--- config.mk ---
export PLATFORM = sky130hd
export DESIGN_NAME = l2_ic_resp
export DESIGN_NICKNAME = d
export VERILOG_FILES = /design/src/rtl/l2_ic_resp.sv
export SDC_FILE = /design/constraint.sdc
export NUM_CORES = 1
export LEC_CHECK = 0
export ABC_AREA = 1
export CAP_MARGIN = 20
export CORE_AREA = 2 2 300 302
export CTS_BUF_LIST = sky130_fd_sc_hd__clkbuf_4 sky130_fd_sc_hd__clkbuf_8
export DETAILED_ROUTE_END_ITERATION = 10
export DIE_AREA = 0 0 302 304
export GPL_ROUTABILITY_DRIVEN = 0
export PLACE_DENSITY_LB_ADDON = 0.08
export SYNTH_ARGS = -nofsm -noshare
export SYNTH_HDL_FRONTEND = slang
export SYNTH_SLANG_ARGS = --single-unit
export TNS_END_PERCENT = 1
--- constraint.sdc ---
create_clock -name clk -period 1.9 [get_ports clk]
set_input_delay 0.38 -clock clk [delete_from_list [all_inputs] [get_ports clk]]
set_output_delay 0.38 -clock clk [all_outputs]
set_load 0.01 [all_outputs]
--- src/rtl/l2_ic_resp.sv ---
// l2_ic_resp: L2-side responder for I-Cache block refills.
// Looks up the 2-way L2 arrays, fetches from memory on a miss, fills one way
// and returns the 128-bit block with a single-cycle l2_rdy pulse.
// Optional build macro: L2_EARLY_RESP_EN, which asserts l2_rdy in the FILL
// cycle of a miss instead of the cycle after it.
module l2_ic_resp (
  input  logic         clk,
  input  logic         rst,
  input  logic         irq,
  input  logic [27:0]  l2_addr,
  input  logic         l2_busy,
  output logic         ic_en,
  output logic         l2_rdy,
  output logic [127:0] data_wd_l2,
  output logic [8:0]   l2_index,
  input  logic [19:0]  l2_tag0_rd,
  input  logic [19:0]  l2_tag1_rd,
  input  logic [127:0] l2_data0_rd,
  input  logic [127:0] l2_data1_rd,
  input  logic         l2_lru,
  output logic         l2_block0_we,
  output logic         l2_block1_we,
  output logic [19:0]  l2_tag_wd,
  output logic [127:0] l2_data_wd,
  output logic         mem_req,
  output logic [27:0]  mem_addr,
  input  logic         mem_ack,
  input  logic [127:0] mem_rd_data
);

  localparam logic [2:0] S_IDLE      = 3'd0;
  localparam logic [2:0] S_WAIT_BUSY = 3'd1;
  localparam logic [2:0] S_LOOKUP    = 3'd2;
  localparam logic [2:0] S_COMPARE   = 3'd3;
  localparam logic [2:0] S_MEM_REQ   = 3'd4;
  localparam logic [2:0] S_FILL      = 3'd5;
  localparam logic [2:0] S_RESP      = 3'd6;
  localparam logic [2:0] S_HOLD      = 3'd7;

  logic [2:0]   state_q, state_d;
  logic [27:0]  addr_q, addr_d;
  logic [127:0] data_q, data_d;
  logic         victim_q, victim_d;   // way chosen for the fill (1 = way1)
  logic         drop_q, drop_d;       // requester let go before the response

  logic [19:0] tag_cmp;
  logic        hit0, hit1;

  // A way hits when its stored {valid, tag} equals {1, requested tag}.
  assign tag_cmp = {1'b1, addr_q[27:9]};
  assign hit0    = (l2_tag0_rd == tag_cmp);
  assign hit1    = (l2_tag1_rd == tag_cmp);

  // Next-state, address latch, returned-block and victim selection.
  always_comb begin
    state_d  = state_q;
    addr_d   = addr_q;
    data_d   = data_q;
    victim_d = victim_q;
    drop_d   = drop_q;
    if (state_q == S_IDLE || state_q == S_WAIT_BUSY) drop_d = 1'b0;
    else if (!irq)                                   drop_d = 1'b1;
    case (state_q)
      S_IDLE: begin
        if (irq) begin
          if (l2_busy) state_d = S_WAIT_BUSY;
          else begin
            state_d = S_LOOKUP;
            addr_d  = l2_addr;
          end
        end
      end
      S_WAIT_BUSY: begin
        if (!irq) state_d = S_IDLE;
        else if (!l2_busy) begin
          state_d = S_LOOKUP;
          addr_d  = l2_addr;
        end
      end
      S_LOOKUP: state_d = S_COMPARE;
      S_COMPARE: begin
        if (hit0 || hit1) begin
          data_d  = hit0 ? l2_data0_rd : l2_data1_rd;
          state_d = S_RESP;
        end else begin
          // Victim: first invalid way, otherwise the set's LRU mark.
          if (!l2_tag0_rd[19])      victim_d = 1'b0;
          else if (!l2_tag1_rd[19]) victim_d = 1'b1;
          else                      victim_d = l2_lru;
          state_d = S_MEM_REQ;
        end
      end
      S_MEM_REQ: begin
        if (mem_ack) begin
          data_d  = mem_rd_data;
          state_d = S_FILL;
        end
      end
      S_FILL: begin
`ifdef L2_EARLY_RESP_EN
        state_d = drop_q ? S_IDLE : S_HOLD;
`else
        state_d = S_RESP;
`endif
      end
      S_RESP:  state_d = drop_q ? S_IDLE : S_HOLD;
      S_HOLD:  if (!irq) state_d = S_IDLE;
      default: state_d = S_IDLE;
    endcase
  end

  // State and datapath registers; reset clears everything visible outside.
  always_ff @(posedge clk) begin
    if (rst) begin
      state_q  <= S_IDLE;
      addr_q   <= '0;
      data_q   <= '0;
      victim_q <= 1'b0;
      drop_q   <= 1'b0;
    end else begin
      state_q  <= state_d;
      addr_q   <= addr_d;
      data_q   <= data_d;
      victim_q <= victim_d;
      drop_q   <= drop_d;
    end
  end

  // Outputs decode from registered state so reset silences them next cycle.
  always_comb begin
    ic_en        = (state_q != S_IDLE) && (state_q != S_WAIT_BUSY);
`ifdef L2_EARLY_RESP_EN
    l2_rdy       = ((state_q == S_RESP) || (state_q == S_FILL)) && !drop_q;
`else
    l2_rdy       = (state_q == S_RESP) && !drop_q;
`endif
    data_wd_l2   = data_q;
    l2_index     = addr_q[8:0];
    l2_block0_we = (state_q == S_FILL) && !victim_q;
    l2_block1_we = (state_q == S_FILL) && victim_q;
    l2_tag_wd    = (state_q == S_FILL) ? tag_cmp : 20'd0;
    l2_data_wd   = (state_q == S_FILL) ? data_q : 128'd0;
    mem_req      = (state_q == S_MEM_REQ);
    mem_addr     = (state_q == S_MEM_REQ) ? addr_q : 28'd0;
  end

endmodule

==> reports/metrics.yaml <==
timing:
  period_share_pct: 124
  clock_skew_ns: 0.0244
  rsz0062_at_grt: "yes"
  setup_viol: 308
  report.final.slew_viol_count: 0
  worst_pin_slew_ns: 0.676
  clock.fmax_ghz: 0.425
  setup_slack_ns: -0.454
  relSlewSlack_pct: 54.9
  finalCriticalPeriod_ns: 2.35
  hold_violations: 0
synthesis:
  async_reset_ff_share_pct: 0
  ys_ff_latch: 161
  synth-compound-area-share_pct: 3.03
  synth_fa_ha_area_share_pct: 0
  synth_top_area_share_pct: 26.4
  synth.area.top_cells: "dfxtp_1 26%, nand2_1 23%, nor2_1 14%, inv_1 13%, nand4_1 6.6%"
  yosysUniqueCellTypes: 28
  synth_top_family_by_area: "simple AND/OR/NAND/NOR gates"
  synth-simple-area-share_pct: 49.8
  synth_ff_type: "dfxtp_1"
  synth_area_leader_cell: "dfxtp_1"
  synth_fp_nets: 2791
  syn_area_mm2: 0.0122
  synthMuxAreaShare_pct: 0
  synth_cells: 2333
  syn_area_per_cell_um2: 5.23
  synth_common_cells: "743 x nand2_1, 460 x nor2_1, 433 x inv_1"
  ys_seq_area_share_pct: 26.4
  synthXorXnorAreaFrac_pct: 0.359
  synth_edf_count: 0
  synth_warnings: 0
  synth.most_common_cell: "nand2_1"
floorplanning:
  rows: 110
  io_pins: 776
  initial_core_util_pct: 13.7
  die-area_mm2: 0.0918
  fp.dieW_um: 302
  coreArea_mm2: 0.0890
  fp.dieH_um: 304
global_route:
  first_global_vias: 17400
  antenna_found_initial: 21
  overflow: 0
  grt_start_max_net_pins: 65
  grt_usage_pct: 17.5
  grt_pass1_wl_um: 118000
critical_path:
  cp_max_fo: 17
  arrival_ns: 1.97
  crit_path_cell_trace: "inv_2 -> nor3_2 -> buf_4 -> inv_16 -> buf_12 -> nor2_2 -> clkdlybuf4s15_2"
  worst-setup-path-type: "flip-flop to output port"
  cpMaxStageDelayCell: "dfxtp_2"
  setup.worst_path.start_class: "flip-flop"
  cp_data_required_time_ns: 1.52
  cpPeakStageDelay_ns: 0.35
  end_kind: "output port"
detailed_routing:
  drtAntennaViolNets: 0
  wl_per_cell_um: 19.1
  vias: 16800
  dr.pass1.iters: 6
  drt-initial-drc-count: 759
  drc: 0
  routed-wl-met2_um: 43100
  routed_wl_um: 82500
  met3_length_um: 4990
  wl_met1_um: 32800
  routed.top_layer: "met5"
  vias_per_cell: 3.91
final_layout:
  final_cell_area_mm2: 0.0228
  nets: 3573
  multiInputGateArea_mm2: 0.00674
  fin_cells: 4313
  fill_cells: 10300
  seqCellArea_mm2: 0.00324
  drive_gt1_share_pct: 14.9
  synthToLayoutAreaGrowth_pct: 86.9
placed_design:
  portBuffers: 775
  place_area_mm2: 0.0221
  placedCellCount: 4269
  dpl.hpwl_um: 65700
job:
  cap_violations: 0
power_and_ir_drop:
  p_leak_uw: 0.0129
  p_total_uw: 16800
  powerDensity_mw_per_mm2: 735
  peakVddDrop_mv: 0.489
cts:
  cts_buffers: 17
  cts_tree: "yes"
  cts_num_sinks: 161
  path_clk_slew_ns: 0.11
  htreeDepth: 4
  clockBufferDepth: 2
  root_buffer: "clkbuf_8"
  clk_latency_ns: 0.59
  hold_buffers: 0
run_status:
  violations: "negative setup slack"
  outcome: "complete, but fails checks"
hold_path:
  holdCritPathClass: "input port to flip-flop"
[critical path: cells and delay by family (launching register included)]
family | cells | cell delay [ns]
buffers and inverters | 5 | 0.75
DFF | 1 | 0.35
and+or+nand+nor | 2 | 0.25
[per-layer routing]
layer | up-vias | GRT usage (%)
met2 | 477 | 32.5
met4 | 28 | 4.55
li1 | 8477 | -
met1 | 7783 | 19.5
met3 | 82 | 4.88
met5 | - | 0
[area by class of cell]
class	count	share of cell area, %
diodes	9	0.0988
clock buffers	23	1.33
clock inverters	9	0.351
inverters	455	7.62
multi-input cells	1554	29.6
flip-flops and latches	161	14.2
well taps	1176	6.46
repair buffers	926	40.4
[cells in the final DEF (no fill, tap or decap), types with 2 or more instances in the layout]
cell and count:
a21oi_1 31, buf_12 25, buf_16 2, buf_2 59, buf_4 146, buf_6 24, buf_8 3, clkbuf_4 2
clkbuf_8 21, clkdlybuf4s15_2 73, clkdlybuf4s50_1 457, clkinv_2 5, dfxtp_1 147, dfxtp_2 14, diode_2 9, dlygate4sd2_1 44
dlymetal6s2s_1 91, inv_1 432, inv_2 20, inv_6 2, nand2_1 743, nand3_1 129, nand3_2 5, nand3_4 2
nand4_1 129, nor2_1 408, nor2_2 39, nor2_4 14, nor3_1 2, nor3_2 3, nor4_1 2, o21ai_0 31
o21ai_1 4, xor2_1 4
[report_power, final]
group | total, uW | switching [uW] | leakage [uW] | internal (uW)
combinational | 8960 | 4990 | 0.0114 | 3980
sequential | 4940 | 564 | 0.00132 | 4380
clock | 2850 | 1660 | 0.000203 | 1200
[kinds of logic after synthesis]
kind of cell              count (synthesis)
buffers and inverters                   618
xor gates and xnor gates                  5
and+or+nand+nor                        1478
AOI/OAI and AO/OA                        71
DFF                                     161
[worst paths after layout]
| kind | from | endpoint | slack (ns) | depth (start not counted) |
|---|---|---|---|---|
| max | state_q[2] | l2_data_wd[51] | -0.45 | 7 |
| min | l2_addr[11] | addr_q[11] | 0.40 | 3 |
| max reg2reg | addr_q[19] | data_wd_l2[32] | -0.20 | 15 |
| min reg2reg | addr_q[8] | addr_q[8] | 0.47 | 2 |
[sequential cells by signal, summed over array words and instances (netlist names)]
signal	count
addr_q	28
victim_q	1
data_wd_l2	128
drop_q	1
state_q	3
[through the flow]
step / utilization (%) / setup WS, ns / hold slack (ns) / setup TNS [ns]
2_1_floorplan: - / 0.0202 / 0.445 / 0
3_5_place_dp: 24.9 / -1.03 / 0.459 / -128.10
3_3_place_gp: 24.9 / -1.06 / 0.456 / -131.63
4_1_cts: 25.4 / -0.569 / 0.302 / -104.72
5_1_grt: 25.6 / -0.577 / 0.362 / -121.70
6_report: 25.6 / -0.454 / 0.402 / -73.27
[timing repair]
item / in CTS / in global routing
pin swaps: 3 / 2
resized for setup: 791 / 148
buffers inserted: 2 / 0
setup endpoints to repair: 448 / 404
cloned: 1 / 0
Power figures use the tool's default switching activity.
